`config.mk`:
```
export PLATFORM = sky130hd
export DESIGN_NAME = nibble_seq_ctrl
export DESIGN_NICKNAME = d
export VERILOG_FILES = /design/src/rtl/nibble_ctrl_pkg.sv /design/src/rtl/nibble_ctrl_decode.sv /design/src/rtl/nibble_seq_ctrl.sv
export SDC_FILE = /design/constraint.sdc
export NUM_CORES = 1
export LEC_CHECK = 0
export BUFFER_PORTS_ARGS = -buffer_cell sky130_fd_sc_hd__buf_4
export CAP_MARGIN = 20
export CORE_UTILIZATION = 40
export DETAILED_ROUTE_END_ITERATION = 6
export GPL_TIMING_DRIVEN = 0
export SYNTH_ARGS = -nofsm -noshare
export SYNTH_HDL_FRONTEND = slang
export SYNTH_SLANG_ARGS = --single-unit
```
`constraint.sdc`:
```
create_clock -name clk -period 7.95 [get_ports clk]
set_input_delay 0.3975 -clock clk [delete_from_list [all_inputs] [get_ports clk]]
set_output_delay 0.3975 -clock clk [all_outputs]
set_load 0.01 [all_outputs]
```
`src/rtl/nibble_ctrl_pkg.sv`:
```
// Shared opcodes, ALU select codes, FSM encoding and decoded-control bundle
// for the nibble microsequencer.
package nibble_ctrl_pkg;

  localparam logic [3:0] OP_NOP   = 4'b0000;
  localparam logic [3:0] OP_LDI   = 4'b0001;
  localparam logic [3:0] OP_ADDI  = 4'b0010;
  localparam logic [3:0] OP_SUBI  = 4'b0011;
  localparam logic [3:0] OP_NANDI = 4'b0100;
  localparam logic [3:0] OP_OUT   = 4'b0101;
  localparam logic [3:0] OP_JMP   = 4'b0110;
  localparam logic [3:0] OP_JC    = 4'b0111;
  localparam logic [3:0] OP_JZ    = 4'b1000;
  localparam logic [3:0] OP_HALT  = 4'b1111;

  localparam logic [2:0] SEL_A    = 3'b000;
  localparam logic [2:0] SEL_AMB  = 3'b001;
  localparam logic [2:0] SEL_B    = 3'b010;
  localparam logic [2:0] SEL_APB  = 3'b011;
  localparam logic [2:0] SEL_NAND = 3'b100;

  localparam logic [1:0] JCOND_ALWAYS = 2'd0;
  localparam logic [1:0] JCOND_CARRY  = 2'd1;
  localparam logic [1:0] JCOND_ZERO   = 2'd2;

  typedef enum logic [2:0] {
    ST_IDLE   = 3'd0,
    ST_FETCH  = 3'd1,
    ST_DECODE = 3'd2,
    ST_EXEC   = 3'd3,
    ST_HALT   = 3'd4
  } state_t;

  typedef struct packed {
    logic       ea;
    logic       eb;
    logic       ec;
    logic [2:0] slct;
    logic       set_flags;
    logic       is_jmp;
    logic [1:0] jmp_cond;
    logic       is_halt;
  } dec_t;

endpackage

```
`src/rtl/nibble_ctrl_decode.sv`:
```
// Combinational opcode decoder: maps the instruction opcode onto the datapath
// enables, ALU select and the sequencing attributes used by the FSM.
module nibble_ctrl_decode
  import nibble_ctrl_pkg::*;
(
  input  logic [3:0] opcode,
  output dec_t       dec
);

  always_comb begin
    dec = '0;
    dec.slct = SEL_A;
    dec.jmp_cond = JCOND_ALWAYS;
    case (opcode)
      OP_LDI:   begin dec.ea = 1'b1; dec.ec = 1'b1; dec.slct = SEL_B; end
      OP_ADDI:  begin dec.ea = 1'b1; dec.ec = 1'b1; dec.slct = SEL_APB;  dec.set_flags = 1'b1; end
      OP_SUBI:  begin dec.ea = 1'b1; dec.ec = 1'b1; dec.slct = SEL_AMB;  dec.set_flags = 1'b1; end
      OP_NANDI: begin dec.ea = 1'b1; dec.ec = 1'b1; dec.slct = SEL_NAND; dec.set_flags = 1'b1; end
      OP_OUT:   dec.eb = 1'b1;
      OP_JMP:   dec.is_jmp = 1'b1;
      OP_JC:    begin dec.is_jmp = 1'b1; dec.jmp_cond = JCOND_CARRY; end
      OP_JZ:    begin dec.is_jmp = 1'b1; dec.jmp_cond = JCOND_ZERO; end
      OP_HALT:  dec.is_halt = 1'b1;
      default:  dec = dec;
    endcase
  end

endmodule

```
`src/rtl/nibble_seq_ctrl.sv`:
```
// Fetch/decode/execute microsequencer for the 4-bit accumulator datapath.
// All datapath controls are registered and live only during the EXEC cycle.
module nibble_seq_ctrl
  import nibble_ctrl_pkg::*;
#(
  parameter int PC_W    = 4,
  parameter int INSTR_W = 8
) (
  input  logic               clk,
  input  logic               reset,
  input  logic               start,
  input  logic [INSTR_W-1:0] imem_data,
  input  logic               carry_in,
  input  logic               zero_in,
  output logic [PC_W-1:0]    pc,
  output logic [3:0]         oprnd,
  output logic               ea,
  output logic               eb,
  output logic               ec,
  output logic [2:0]         slct,
  output logic               busy,
  output logic               halted
);

  state_t             state_q, state_d;
  logic [PC_W-1:0]    pc_q, pc_d;
  logic [INSTR_W-1:0] ir_q, ir_d;
  logic               c_q, c_d, z_q, z_d;
  logic [3:0]         oprnd_q, oprnd_d;
  logic               ea_q, ea_d, eb_q, eb_d, ec_q, ec_d;
  logic [2:0]         slct_q, slct_d;
  logic               busy_q, busy_d, halted_q, halted_d;
  dec_t               dec;
  logic               cond_ok;

  nibble_ctrl_decode u_decode (
    .opcode (ir_q[7:4]),
    .dec    (dec)
  );

  always_comb begin
    case (dec.jmp_cond)
      JCOND_CARRY: cond_ok = c_q;
      JCOND_ZERO:  cond_ok = z_q;
      default:     cond_ok = 1'b1;
    endcase
  end

  always_comb begin
    state_d = state_q;
    pc_d    = pc_q;
    ir_d    = ir_q;
    c_d     = c_q;
    z_d     = z_q;
    oprnd_d = oprnd_q;
    ea_d    = 1'b0;
    eb_d    = 1'b0;
    ec_d    = 1'b0;
    slct_d  = SEL_A;
    case (state_q)
      ST_IDLE, ST_HALT: begin
        if (start) begin
          state_d = ST_FETCH;
          pc_d    = '0;
          c_d     = 1'b0;
          z_d     = 1'b0;
        end
      end
      ST_FETCH: begin
        ir_d    = imem_data;
        state_d = ST_DECODE;
      end
      ST_DECODE: begin
        ea_d    = dec.ea;
        eb_d    = dec.eb;
        ec_d    = dec.ec;
        slct_d  = dec.slct;
        oprnd_d = ir_q[3:0];
        state_d = ST_EXEC;
      end
      ST_EXEC: begin
        // The ALU result is settled during EXEC, so flags are captured at its end.
        if (dec.set_flags) begin
          c_d = carry_in;
          z_d = zero_in;
        end
        if (dec.is_halt) begin
          state_d = ST_HALT;
        end else begin
          state_d = ST_FETCH;
          pc_d    = (dec.is_jmp && cond_ok) ? PC_W'(ir_q[3:0]) : pc_q + PC_W'(1);
        end
      end
      default: state_d = ST_IDLE;
    endcase
    busy_d   = (state_d == ST_FETCH) || (state_d == ST_DECODE) || (state_d == ST_EXEC);
    halted_d = (state_d == ST_HALT);
  end

  always_ff @(posedge clk or posedge reset) begin
    if (reset) begin
      state_q  <= ST_IDLE;
      pc_q     <= '0;
      ir_q     <= '0;
      c_q      <= 1'b0;
      z_q      <= 1'b0;
      oprnd_q  <= '0;
      ea_q     <= 1'b0;
      eb_q     <= 1'b0;
      ec_q     <= 1'b0;
      slct_q   <= SEL_A;
      busy_q   <= 1'b0;
      halted_q <= 1'b0;
    end else begin
      state_q  <= state_d;
      pc_q     <= pc_d;
      ir_q     <= ir_d;
      c_q      <= c_d;
      z_q      <= z_d;
      oprnd_q  <= oprnd_d;
      ea_q     <= ea_d;
      eb_q     <= eb_d;
      ec_q     <= ec_d;
      slct_q   <= slct_d;
      busy_q   <= busy_d;
      halted_q <= halted_d;
    end
  end

  assign pc     = pc_q;
  assign oprnd  = oprnd_q;
  assign ea     = ea_q;
  assign eb     = eb_q;
  assign ec     = ec_q;
  assign slct   = slct_q;
  assign busy   = busy_q;
  assign halted = halted_q;

endmodule

```
# [Word-level counts from Yosys, hierarchy flattened]
# Index checks and enable logic that the tools add are counted.
[totals] register_bits=29 latch_bits=0 ram_bits=0 rom_bits=0 out_inout_bits=16 word_cells=70 memories=0
[classes] add_sub_neg=1 n_mul=0 n_div=0 order_cmp=0 n_eq_ne=22 shifts=0 mux=24 n_bitwise=0 n_reduce_logical=11
[op_table] op="== test 4 x 3 -> 1 bit, second input constant" n=4
[op_table] op="case mux 4 bit (4 select lines)" n=1
[op_table] op="== test 3 x 2 -> 1 bit, second input constant" n=4
[op_table] op="2-to-1 mux 4 bit" n=3
[op_table] op="case mux 3 bit (4 select lines)" n=1
[op_table] op="2-to-1 mux 1 bit" n=11
[op_table] op="2-to-1 mux 3 bit" n=3
[op_table] op="== test 4 x 2 -> 1 bit, second input constant" n=2
[op_table] op="== test 4 bit, second input constant" n=2
[op_table] op="case mux 4 bit (2 select lines)" n=1
[op_table] op="== test 3 x 1 -> 1 bit, second input constant" n=2
[op_table] op="== test 3 bit, second input constant" n=2
[op_table] op="inequality test 2 bit, second input constant" n=3
[op_table] op="case mux 1 bit (2 select lines)" n=3
[op_table] op="AND reduction 3 bit" n=2
[op_table] op="OR reduction 3 bit" n=2
[op_table] op="adder 4 x 1 -> 4 bit, second input constant" n=1
[op_table] op="== test 4 x 1 -> 1 bit, second input constant" n=1
[op_table] op="case mux 2 bit (2 select lines)" n=1
[op_table] op="OR reduction 4 bit" n=1
[op_table] op="logical NOT 3 bit" n=1
[op_table] op="== test 2 x 1 -> 1 bit, second input constant" n=1
[op_table] op="== test 2 bit, second input constant" n=1
[op_table] op="logical OR 1 bit" n=2
[op_table] op="other kinds (3)" n=3

# [Longest topological paths before layout]
# Gate-level depths: netlist of the first run.
[depth] word_depth=8 mapped_depth=9 mapped_depth_nobuf=8

# [Hierarchy]
# Synthesis of the first run repeated with hierarchy kept, for this count alone.
[hier_totals] hier_cells=119 area_unflattened_um2=1401.3
[modules_own_cells] mod="nibble_seq_ctrl" instances=1 cells_each=100 area_per_inst_um2=1257.5
[modules_own_cells] mod="nibble_ctrl_decode" instances=1 cells_each=19 area_per_inst_um2=143.9

# [Worst setup path before layout of the first run]
# No wires, ideal clock.
[synth_timing] kind="flip-flop to flip-flop" start="register ir_q[5]" end="register pc_q[2], in the netlist pc[2]" setup_time_ns=0.080 arrival_ns=2.421 t_required_ns=7.870 path_slack_ns=5.449 stages_incl_launch_ff=9 period_less_slack_ns=2.501 cell_sequence="dfrtp_1 -> buf_6 -> or4b_4 -> inv_1 -> ha_1 -> a221oi_1 -> a21oi_4 -> or4b_2 -> o211ai_2"
[synth_between] elab_chain_cells=8 word_cells_on_any_way=17 classes_between="7 x eq/ne; 7 x mux; 3 x reduce/logical"
[synth_lines] item="start: declaration" line_no="nibble_seq_ctrl.sv:27" rtl="logic [INSTR_W-1:0] ir_q, ir_d;"
[synth_lines] item="start signal: assignment" line_no="nibble_seq_ctrl.sv:117" rtl="ir_q <= ir_d;"
[synth_lines] item="== test 4 bit / == test 4 x 3 -> 1 bit (equally long branches)" line_no="nibble_ctrl_decode.sv:14" rtl="case (opcode)"
[synth_lines] item="case mux 2 bit (2 select lines)" line_no="nibble_ctrl_decode.sv:14"
[synth_lines] item="== test 2 bit / == test 2 x 1 -> 1 bit (equally long branches)" line_no="nibble_seq_ctrl.sv:42" rtl="case (dec.jmp_cond)"
[synth_lines] item="case mux 1 bit (2 select lines)" line_no="nibble_seq_ctrl.sv:42"
[synth_lines] item="logical AND 1 bit" line_no="nibble_seq_ctrl.sv:91" rtl="pc_d = (dec.is_jmp && cond_ok) ? PC_W'(ir_q[3:0]) : pc_q + PC_W'(1);"
[synth_lines] item="2-to-1 mux 4 bit" line_no="nibble_seq_ctrl.sv:91"
[synth_lines] item="2-to-1 mux 4 bit" line_no="nibble_seq_ctrl.sv:87" rtl="if (dec.is_halt) begin"
[synth_lines] item="case mux 4 bit (2 select lines)" line_no="nibble_seq_ctrl.sv:60" rtl="case (state_q)"
[synth_lines] item="end signal: assignment" line_no="nibble_seq_ctrl.sv:116" rtl="pc_q <= pc_d;"
[synth_lines] item="end: declaration" line_no="nibble_seq_ctrl.sv:26" rtl="logic [PC_W-1:0] pc_q, pc_d;"
# Parallel ways exist; a longest one is shown, timed or not. The select of a mux whose other input is x is not followed.
# A chain may end at the register's enable or synchronous reset.

# [Final worst setup path of the first run]
# Same ends and word-level chain as after synthesis.

==> results.md, run 1 <==
Yosys:
- Of all flip-flops after synthesis, the portion carrying an async set or reset was 100%.
- The flip-flop and latch count after synthesis is 28.
- For this run, the register share of the synthesized area comes to 53.5%.
- The portion of synthesized cell area occupied by the leading cell type is 53.5%.
- The cell accounting for the most synthesized area is dfrtp_1.
- The total of warnings raised by yosys is 0.
- The dominant register cell in the synthesized netlist is dfrtp_1.
- By instance count, the leading cell after synthesis is dfrtp_1.
- By area the synthesized netlist is led by dfrtp_1, mux2_2, nand2_1.
- Sorting the synthesized cells by how often they occur yields dfrtp_1, nand2_1, mux2_2.
- Summing every instance area after synthesis gives 1310 µm².
- The synthesized design contains 0 enable-type register cells.
- The number of different library cells in the post-synthesis netlist is 36.
- The cell count after synthesis came out at 118.
- Averaged over all synthesized cells, the footprint is 11.1 µm².
- The number of nets in the synthesized netlist is 134.

GRT:
- Summed over all layers, the global routing overflow is 0.
- The initial antenna violation count is 0.
- The overall global routing resource usage is 15.6%.
- Entering global routing, the biggest net connects 29 pins.
- The first global-routing pass estimated 4020 µm of wire.
- The via count of the first global-routing pass is between 800 and 900.

Routing:
- The first TritonRoute pass finished after 4 iterations.
- The final route contains 952 vias.
- In the final routed layout, each cell accounts on average for 12.1 µm.
- After detailed routing, the number of remaining DRC violations is 0.
- The residual antenna-violating net count after detailed routing is 0.
- Using the TritonRoute via totals, the vias-per-cell ratio works out to 4.86.
- For this block, the routed nets add up to 2380 µm of wire.
- The first routing iteration left 29 violations.

Cells and area:
- Compared with the post-synthesis result, the final layout area differs by 25.9%.
- In the final layout, the share of cells above drive strength 1 is around a third.
- 0 antenna diodes ended up in the layout.
- The count of filler cells inserted in the layout is 287.
- Summing all multi-input logic gate instances after layout gives 551 µm².
- Once layout is done, the placed cells without fillers occupy 1650 µm².
- Across the whole layout, storage elements account for 701 µm².
- In the final design database the tool counted about 170 nets.

Placed design:
- The total placed instance area is roughly 1600 µm².
- During placement, the flow inserted port buffers numbering 28.
- Detailed placement finished with a half-perimeter wire length of 1720 µm.
- The post-placement worst setup slack is 5.36 ns.
- At the end of routability-driven placement, the weighted congestion stood at approximately 0.73.

Clocking:
- The maximum clock path buffer count is 2.
- Post-CTS repair changed the size of 0 cells.
- TritonCTS built the clock tree.
- The cell sitting at the root of the clock tree is a clkbuf_4.
- The tree built by TritonCTS fans out to 28 sinks.
- Clock-pin slew was measured on the worst setup and hold paths at 0.14 ns.
- The clock reaches the later pin of the worst-skew pair after 0.32 ns.
- In this run, CTS created clock tree buffers numbering 3.
- The deepest level of the CTS H-tree is 1.

Power:
- The internal power summed over all cells is 363 µW.
- The maximum vdd ir drop is around 0.17 mV.
- The part of the power in registers is 41.3%.
- Of the total power, the clock network draws between 10 and 15%.
- Combinational logic is responsible for 47.2% of the overall power.
- Power spread over the standard cell area amounts to 354 nW/µm².
- The switching share of total power is 37.9%.
- The total leakage power is 0.000819 µW.
- The switching component of the power is 221 µW.

Critical path:
- The kind of start point of the critical path is a flop.
- STA classifies the critical path endpoint as a flop.
- The required time of the critical path is between 8 and 9 ns.
- The critical path is of the reg -> reg type.
- Along the worst path, the maximum fanout reaches 9.
- The arrival time reported for the critical path endpoint is 2.87 ns.

Timing:
- Setup violations remaining at the end of the flow were counted as 0.
- The final-report hold violation count was 0.
- The transition time at the pin with the least slew margin is 0.912 ns.
- Setup repair after global routing left no endpoint under its margin.
- The clock skew after layout is roughly 0.0024 ns.
- The upper clock frequency limit is 382 MHz.
- The worst path setup slack after routing is 5.33 ns.
- The time the worst path needs with I/O delays and setup is between 2 and 3 ns.
- The portion of the clock cycle consumed by the worst path in the final layout is 32.9%.
- After routing, the total negative slack on setup checks comes to 0 ns.
- The worst slew margin relative to its limit is 39.1%.
- On the final layout, the worst hold slack is 0.297 ns.
- The final count of pins violating max slew came to 0.

Job:
- The number of max-cap violations is 0.

Floorplan:
- The core region is 3080 µm².
- The number of ports placed on the die boundary is 29.
- The die extent in x is 59.2 µm.
- The floorplan has 20 rows.
- The floorplan step defined a die boundary enclosing 3500 µm².
- The initial utilization of the core area, before any placement, comes to 42.5%.
- In this run the vertical extent of the chip is 59.2 µm.

Hold path:
- The class of the worst hold path is in -> reg.

Outcome:
- The flow ran to the end, and the final reports show no timing, DRC or antenna violations.
## state kept, by name (all words and copies together), names as in the netlist
| name | flops |
|---|---|
| z_q | 1 |
| ir_q | 8 |
| oprnd | 4 |
| slct | 3 |
| ea | 1 |
| eb | 1 |
| state_q | 3 |
| c_q | 1 |
| halted | 1 |
| busy | 1 |
| pc | 4 |
## area by class of cell
cell class / count / share of cell area (%)
Multi-Input combinational cell: 79 / 33.4
Sequential cell: 28 / 42.5
Tap cell: 44 / 3.34
Inverter: 6 / 1.37
Clock buffer: 4 / 2.20
Timing Repair Buffer: 30 / 15.0
Buffer: 5 / 2.13
## repair_timing
item,CTS,global route
endpoints found under the hold margin,0,3
setup buffers,0,0
hold buffers,0,1
## worst max-delay path, cell delays in order, from the launching register on
cell and delay [ns]:
dfrtp_1 0.41, buf_6 0.14, or4b_4 0.54, inv_1 0.08, ha_1 0.21, a221oi_1 0.35
a21oi_4 0.11, or4b_2 0.64, o211ai_2 0.08
## layer usage
layer	vias to the layer above	GRT usage, %	wire, µm
li1	477	-	-
met1	454	23.1	1160
met2	17	22.6	1120
met3	4	2.18	61
met4	0	6.80	33
met5	-	0	0
## cells by family (layout without fill, tap and decap cells)
group,after synthesis,count (layout),synth area share (%)
AOI/OAI and AO/OA,10,10,6.60
xor gates and xnor gates,2,2,1.34
DFF,28,28,53.5
and+or+nand+nor,52,52,21.3
adders and majority gates,3,3,2.87
muxes,12,12,9.94
buffers and inverters,11,45,4.40
## power groups by stage
stage,combinational [µW],sequential (µW),clock [µW]
floorplan,187,246,0
global placement,275,242,0
detailed placement,276,245,0
CTS,278,241,70.3
global route,311,250,76.7
finish,276,241,67.2
## placed cells by master, fill, tap and decap left out, types with 2 or more instances in the layout
cell type,Yosys,routed
mux2i_1,4,4
buf_4,2,30
dfrtp_1,28,28
nand4_1,3,3
nand3b_1,3,3
nand3_1,5,5
clkbuf_4,0,3
nor3_1,2,2
nand2_1,23,23
inv_1,6,6
ha_1,3,3
mux2_2,8,8
o21ai_0,2,2
a211o_1,2,2
nor2_1,4,4
nor2b_1,2,2
## worst paths after layout
kind	startpoint	end	slack, ns	depth (start not counted)
min reg2reg	oprnd[3]$_DFFE_PP0P_	oprnd[3]$_DFFE_PP0P_	0.49	2
min	carry_in	c_q$_DFFE_PP0P_	0.30	3
max	ir_q[5]$_DFFE_PP0P_	pc[2]$_DFFE_PP0P_	5.33	8
max reg2reg	ir_q[5]$_DFFE_PP0P_	pc[2]$_DFFE_PP0P_	5.33	8
max in group asynchronous	reset	z_q$_DFFE_PP0P_	7.04	4
min in group asynchronous	reset	oprnd[3]$_DFFE_PP0P_	0.53	3
## stage by stage
| step | std cells | utilization [%] | power [µW] |
|---|---|---|---|
| 3_3_place_gp | 190 | 51.1 | 517 |
| 4_1_cts | 194 | 52.3 | 590 |
| 3_5_place_dp | 190 | 51.1 | 521 |
| 6_report | 196 | 53.5 | 584 |
| 5_1_grt | 196 | 53.5 | 638 |
| 2_1_floorplan | 118 | - | 432 |
(Power assumes the default switching activity.)
==> run 2, diff against run 1 <==
==> constraint.sdc (replaced) <==
create_clock -name clk -period 2.7 [get_ports clk]
set_input_delay 0.135 -clock clk [delete_from_list [all_inputs] [get_ports clk]]
set_output_delay 0.135 -clock clk [all_outputs]
set_load 0.01 [all_outputs]
==> run 2 against run 1 <==
  * Combinational power grew to 3.0 times the previous value
  * First-iteration DRC count decreased by 3.4%
  * Critical path depth unchanged
  * Total power grew to 3.0 times the previous value
  * Via count down 0.11%
  * Count of clock-buffer cells in the layout is the same
  * Hold slack got worse by 0.26 ns
  * Critical endpoint unchanged
  * Largest cell class unchanged
  * Highest routed layer unchanged
==> results.md, run 2 (synthesis results as in run 1) <==
Timing:
- The final count of pins violating max slew is 0 (unchanged).
- The upper clock frequency limit was 396 MHz (+3.6%).
- The worst path setup slack after routing is 0.173 ns (-5.16 ns).
- The portion of the clock cycle consumed by the worst path in the final layout is 93.6% (+61 points).
- The clock skew after layout is 0.00258 ns (+0.000212 ns).
- Setup repair after global routing left no endpoint under its margin.
- The time the worst path needs with I/O delays and setup was 2.53 ns (-0.0913 ns).
- The transition time at the pin with the least slew margin is 0.912 ns (unchanged).
- The worst slew margin relative to its limit is 39.1% (unchanged).
- The final setup violation count is 0 (unchanged).
- The final-report hold violation count was 0 (unchanged).
- The final sum of negative setup slack is 0 ns (unchanged).

Clocking:
- The clock root buffer is clkbuf_4.
- The deepest level of the CTS H-tree came to 1 (unchanged).
- The TritonCTS clock tree is done.
- The number of sinks on the clock net was 28 (unchanged).
- The maximum clock path buffer count is 2 (unchanged).
- The number of buffers added for setup after CTS came to 0 (unchanged).
- The later-pin clock latency in the skew report is 0.32 ns (about the same).
- The clock buffer count from CTS is 3 (unchanged).
- The clock transition at the registers of the reported paths came to 0.14 ns (about the same).

Cells and area:
- The count of inserted antenna diode cells came to 0 (unchanged).
- Leaving out fill and tap cells, the most frequent cells in the layout are buf_4, dfrtp_1, nand2_1.
- The number of non-filler instances in the completed layout is 196 (unchanged).
- The number of flip-flops in the largest register is 8 (unchanged).
- The post-layout utilization of the core is 53.7% (+0.20 points).
- The fraction of layout cells with a size suffix above 1 came to 35.5% (+0.66 points).
- The net count of the finished layout is 169 (unchanged).
- The area used by multi-input combinational logic came to 557 µm² (+1.1%).
- The area used by sequential logic in the layout is 701 µm² (unchanged).
- The most common cell after layout, fill and taps aside is buf_4.
- Relative to the synthesized area, the layout overhead comes to 26.4%.
- The count of filler cells inserted in the layout was 285 (-0.70%).
- Ranked by flip-flop count, first place goes to ir_q.

Floorplan:
- The area of the core region is 3080 µm² (unchanged).
- The starting utilization of the core area is 42.5% (unchanged).
- The row count came to 20 (unchanged).
- The die extent in x is 59.2 µm (unchanged).
- The die footprint is 3500 µm² (unchanged).
- The number of ports placed on the die boundary is 29 (unchanged).
- The vertical extent of the die came to 59.2 µm (unchanged).

Routing:
- The number of DRC violations after detailed-routing iteration 0 was 28 (-3.4%).
- The total DRC errors in the routed layout was 0 (unchanged).
- The mean routed wirelength per cell came to 12.3 µm (+1.4%).
- The first-pass detailed-route iteration total is 4 (unchanged).
- The number of vias per cell after detailed routing came to 4.85 (-0.11%).
- The post-detailed-routing wire length is 2410 µm (+1.4%).
- The via total after detailed routing is 951 (-0.11%).
- The residual antenna-violating net count after detailed routing was 0 (unchanged).

Critical path:
- The flop-to-flop setup slack is 0.17 ns (-5.16 ns).
- The number of buffers and inverters on the critical path was 2 (unchanged).
- The number of cells on the worst reg-to-reg path is 8 (unchanged).
- Traced cell by cell, the critical path runs through buf_6 -> or4b_4 -> inv_1 -> ha_1 -> a221oi_2 -> a21oi_4 -> or4b_2 -> o211ai_2.
- The maximum fanout along the worst path is 9 (unchanged).
- The arrival time reported for the critical path endpoint is 2.78 ns (-0.09 ns).
- The required time of the critical path is 2.96 ns (-5.25 ns).
- The kind of cell adding the most delay to the critical path is simple AND/OR/NAND/NOR gates.
- The critical path's largest stage delay is 0.63 ns (about the same).
- The category of the most critical setup path is reg -> reg.
- The sort of element at the end of the critical path is a flop.
- The startpoint identified for the worst register-to-register timing path is ir_q[5]$_DFFE_PP0P_.
- The kind of start point of the critical path is a flop.
- In this run the critical register-to-register path is captured at pc[2]$_DFFE_PP0P_.
- The largest individual stage delay along the critical path comes from the cell or4b_2.

GRT:
- The first-pass GRT wire length is 4020 µm (unchanged).
- The via count of the first global-routing pass is 840 (unchanged).
- The pin count of the biggest net entering global routing is 29 (unchanged).
- The overall global routing resource usage is 15.6% (unchanged).
- The total global routing overflow came to 0 (unchanged).
- The initial antenna violation count was 0 (unchanged).

Hold path:
- The worst hold path begins at carry_in.
- For hold timing, the worst endpoint is c_q$_DFFE_PP0P_.
- The cell count of the worst hold path is 3 (unchanged).
- The class of the worst hold path is in -> reg.

Job:
- The number of max-cap violations was 0 (unchanged).

Placed design:
- The number of placed instances, taps included is 190 (unchanged).
- The placer congestion estimate is 0.734 (unchanged).
- The post-placement worst setup slack is 0.114 ns (-5.25 ns).
- The quantity of I/O buffers inserted on ports was 28 (unchanged).
- The post-DP HPWL is 1720 µm (unchanged).

Power:
- The maximum vdd ir drop was 0.487 mV (+190%).
- The power density of the placed cells is 1050 nW/µm² (+200%).
- The final total power is 1730 µW (+200%).
- The total leakage power came to 0.000823 µW (+0.54%).

Outcome:
- The run finished with clean final reports.
==> run 2: cell counts in the layout (fill, tap and decap cells not counted) <==
Identical to the previous run, type by type.
==> run 2: per-layer routing <==
metal / vias to the layer above / track usage (%) / part of all wire (%)
li1: 477 / - / -
met1: 453 / 23.1 / 48
met2: 17 / 22.6 / 48
met3: 4 / 2.18 / 2.5
met4: 0 / 6.80 / 1.4
met5: - / 0 / 0
==> run 2: worst min-delay path: stages <==
cell and delay (ns):
buf_4 0.11, inv_1 0.04, mux2i_1 0.05
==> run 2: metrics by stage <==
stage | hold WS (ns) | area, µm²
final | 0.0339 | 1650
after global routing | 0.0158 | 1650
after CTS | 0.0269 | 1610
after detailed placement | 0.373 | 1570
after global placement | 0.368 | 1570
after floorplan | 0.200 | 1310
==> run 2: layout make-up <==
class	count	share of cell area [%]
Sequential cell	28	42.4
Multi-Input combinational cell	79	33.7
Timing Repair Buffer	30	15.0
Tap cell	44	3.33
Clock buffer	4	2.19
Buffer	5	2.12
Inverter	6	1.36
==> run 2: how the worst max path moves through the flow <==
stage                        startpoint                 to  slack, ns  depth (start not counted)
floorplan           ir_q[5]$_DFFE_PP0P_  pc[2]$_DFFE_PP0P_       0.20                          8
CTS                 ir_q[4]$_DFFE_PP0P_  pc[2]$_DFFE_PP0P_       0.07                          7
global route        ir_q[5]$_DFFE_PP0P_  pc[2]$_DFFE_PP0P_       0.09                          8
global placement    ir_q[4]$_DFFE_PP0P_  pc[2]$_DFFE_PP0P_       0.13                          7
detailed placement  ir_q[4]$_DFFE_PP0P_  pc[2]$_DFFE_PP0P_       0.11                          7
finish              ir_q[5]$_DFFE_PP0P_  pc[2]$_DFFE_PP0P_       0.17                          8
==> run 2: where the power goes <==
group / internal (µW) / switching (µW)
Combinational: 407 / 414
Sequential: 583 / 130
Clock: 82.4 / 116
Total: 1070 / 660
==> run 2: what timing repair did <==
| action | 4_1_cts | 5_1_grt |
|---|---|---|
| hold endpoints to repair | 0 | 28 |
| setup endpoints to repair | 0 | 1 |
| gates resized for setup | 0 | 1 |
| hold buffers | 0 | 1 |
==> run 3, diff against run 2 <==
--- a/config.mk
+++ b/config.mk
@@ -7,6 +7,7 @@
 export LEC_CHECK = 0
 export BUFFER_PORTS_ARGS = -buffer_cell sky130_fd_sc_hd__buf_4
 export CAP_MARGIN = 20
+export CORE_ASPECT_RATIO = 1.1
 export CORE_UTILIZATION = 40
 export DETAILED_ROUTE_END_ITERATION = 6
 export GPL_TIMING_DRIVEN = 0
==> run 3 against run 2 <==
  * Cell area grew 0.23%
  * Critical path depth fell by 1
  * Via count grew 2.6%
==> results.md, run 3 (synthesis results as in run 1) <==
Critical path:
- The number of cells on the worst reg-to-reg path is 7 (-1).
- On the critical path, the stage with the largest delay is an instance of or4b_2.
- The critical path is of the reg -> reg type.
- The worst register-to-register path begins at ir_q[4]$_DFFE_PP0P_.
- The worst setup path is launched from a flop.
- The kind of cell adding the most delay to the critical path is simple AND/OR/NAND/NOR gates.
- The terminus of the critical flop-to-flop path is pc[2]$_DFFE_PP0P_.
- The destination of the critical timing path is pc[2]$_DFFE_PP0P_.
- The number of buffers and inverters on the critical path was 1 (-1).
- The worst setup path is captured at a flop.
- The instance count on the critical path is 7 (-1).
- The flop-to-flop setup slack is 0.14 ns (-0.04 ns).
- The required time of the critical path is 2.95 ns (about the same).
- The maximum fanout along the worst path was 7 (-2).
- The critical path's largest stage delay was 0.64 ns (about the same).
- The startpoint of the most critical setup path is ir_q[4]$_DFFE_PP0P_.
- The arrival time reported for the critical path endpoint came to 2.82 ns (+0.04 ns).
- Walking the worst path, the cells encountered are or4b_4 -> inv_1 -> ha_1 -> a221oi_2 -> a21oi_4 -> or4b_2 -> o211ai_2.

Timing:
- The final sum of negative setup slack came to 0 ns (unchanged).
- The final setup violation count is 0 (unchanged).
- The final count of pins violating max slew is 0 (unchanged).
- The upper clock frequency limit is 390 MHz (-1.4%).
- The final-report hold violation count is 0 (unchanged).
- The clock skew after layout is 0.0108 ns (+0.00818 ns).
- Setup repair after global routing left no endpoint under its margin.
- The transition time at the pin with the least slew margin is 0.983 ns (+0.0709 ns).
- The portion of the clock cycle consumed by the worst path in the final layout is 95.0% (+1.4 points).
- The worst slew margin relative to its limit is 34.3% (-4.7 points).
- The time the worst path needs with I/O delays and setup came to 2.56 ns (+0.0370 ns).

Clocking:
- The maximum clock path buffer count is 2 (unchanged).
- The deepest level of the CTS H-tree came to 1 (unchanged).
- The clock buffer count from CTS is 3 (unchanged).
- The number of sinks on the clock net is 28 (unchanged).
- The clock root buffer is clkbuf_4.
- The TritonCTS clock tree is done.
- The clock transition at the registers of the reported paths is 0.15 ns (about the same).
- The later-pin clock latency in the skew report is 0.32 ns (about the same).

Floorplan:
- The die footprint is 3500 µm² (about the same).
- The die extent in x was 56.5 µm (-4.5%).
- The row count was 21 (+5.0%).
- The vertical extent of the die is 62.0 µm (+4.7%).
- The area of the core region came to 3070 µm² (-0.12%).
- The starting utilization of the core area was 42.6% (+0.052 points).
- The number of ports placed on the die boundary came to 29 (unchanged).

Routing:
- The post-detailed-routing wire length was 2550 µm (+5.6%).
- The mean routed wirelength per cell came to 13.7 µm (+11%).
- The number of vias per cell after detailed routing is 5.25 (+8.1%).
- The via total after detailed routing came to 976 (+2.6%).
- The residual antenna-violating net count after detailed routing came to 0 (unchanged).
- The total DRC errors in the routed layout is 0 (unchanged).
- The number of DRC violations after detailed-routing iteration 0 is 18 (-36%).
- The first-pass detailed-route iteration total is 4 (unchanged).

Cells and area:
- The register with the most flip-flops is ir_q.
- The count of inserted antenna diode cells came to 0 (unchanged).
- The number of non-filler instances in the completed layout is 186 (-5.1%).
- The net count of the finished layout is 169 (unchanged).
- Relative to the synthesized area, the layout overhead comes to 26.7%.
- The post-layout utilization of the core is 53.9% (+0.19 points).
- The fraction of layout cells with a size suffix above 1 was 35.5% (unchanged).
- In the layout the commonest cells are buf_4, dfrtp_1, nand2_1.
- Leaving out fill and tap cells, the most frequent cell in the layout is buf_4.
- The area used by sequential logic in the layout came to 701 µm² (unchanged).
- The number of flip-flops in the largest register is 8 (unchanged).
- The count of filler cells inserted in the layout is 288 (+1.1%).
- The area used by multi-input combinational logic is 557 µm² (unchanged).

GRT:
- The via count of the first global-routing pass came to 854 (+1.7%).
- The overall global routing resource usage is 15.3% (-0.28 points).
- The pin count of the biggest net entering global routing was 29 (unchanged).
- The first-pass GRT wire length came to 4130 µm (+2.6%).
- The initial antenna violation count is 0 (unchanged).
- The total global routing overflow came to 0 (unchanged).

Outcome:
- The flow ran to the end, and the final reports show no timing, DRC or antenna violations.

Placed design:
- The number of placed instances, taps included came to 180 (-5.3%).
- The placer congestion estimate is 0.756 (+3.1%).
- The post-DP HPWL was 1780 µm (+3.7%).
- The quantity of I/O buffers inserted on ports is 28 (unchanged).

Job:
- The number of max-cap violations is 0 (unchanged).

Power:
- The maximum vdd ir drop is 0.561 mV (+15%).
- The power density of the placed cells is 1100 nW/µm² (+4.9%).
- The total leakage power came to 0.000830 µW (+0.84%).

Hold path:
- The worst hold path belongs to the class in -> reg.
[run 3: area by class of cell]
| class | count | area share [%] |
|---|---|---|
| plain buffers | 5 | 2.11 |
| clock buffers | 3 | 1.36 |
| clock inverters | 1 | 1.81 |
| inverters | 6 | 1.36 |
| multi-input cells | 79 | 33.6 |
| flip-flops and latches | 28 | 42.3 |
| well taps | 34 | 2.57 |
| repair buffers | 30 | 14.9 |
[run 3: per-stage QoR]
stage	instance area, µm²	total power (µW)	hold slack [ns]	setup slack (ns)
after CTS	1610	1820	0.0101	0.0166
after floorplan	1310	1270	0.200	0.199
after detailed placement	1560	1550	0.373	0.0744
final	1660	1820	0.0222	0.136
after global placement	1560	1520	0.369	0.132
after global routing	1660	1960	0.00722	0.0363
[run 3: worst min-delay path by stage]
stage / start / end / slack (ns) / depth (start not counted)
after CTS: carry_in / c_q$_DFFE_PP0P_ / 0.01 / 3
after floorplan: reset / busy$_DFF_PP0_ / 0.20 / 1
after detailed placement: imem_data[0] / ir_q[0]$_DFFE_PP0P_ / 0.37 / 2
final: carry_in / c_q$_DFFE_PP0P_ / 0.02 / 3
after global routing: imem_data[0] / ir_q[0]$_DFFE_PP0P_ / 0.007 / 2
after global placement: imem_data[6] / ir_q[6]$_DFFE_PP0P_ / 0.37 / 2
[run 3: repair_timing]
action | CTS | global route
endpoints found under the hold margin | 0 | 11
gates resized for setup | 0 | 1
hold buffers | 0 | 1
setup endpoints to repair | 0 | 1
setup buffers | 0 | 0
[run 3: power breakdown]
part	internal [µW]	switching, µW
Combinational	409	429
Clock	150	121
Sequential	583	130
[run 3: layer usage]
layer | track usage (%) | routed length (µm)
met1 | 21.1 | 1200
met2 | 25.2 | 1230
met3 | 2.28 | 92
met4 | 5.23 | 31
met5 | 0 | 0
[run 3: worst reg2reg max path, stage by stage, from the launching register on]
cell      delay (ns)
dfrtp_1         0.49
or4b_4          0.60
inv_1           0.08
ha_1            0.23
a221oi_2        0.28
a21oi_4         0.10
or4b_2          0.64
o211ai_2        0.08
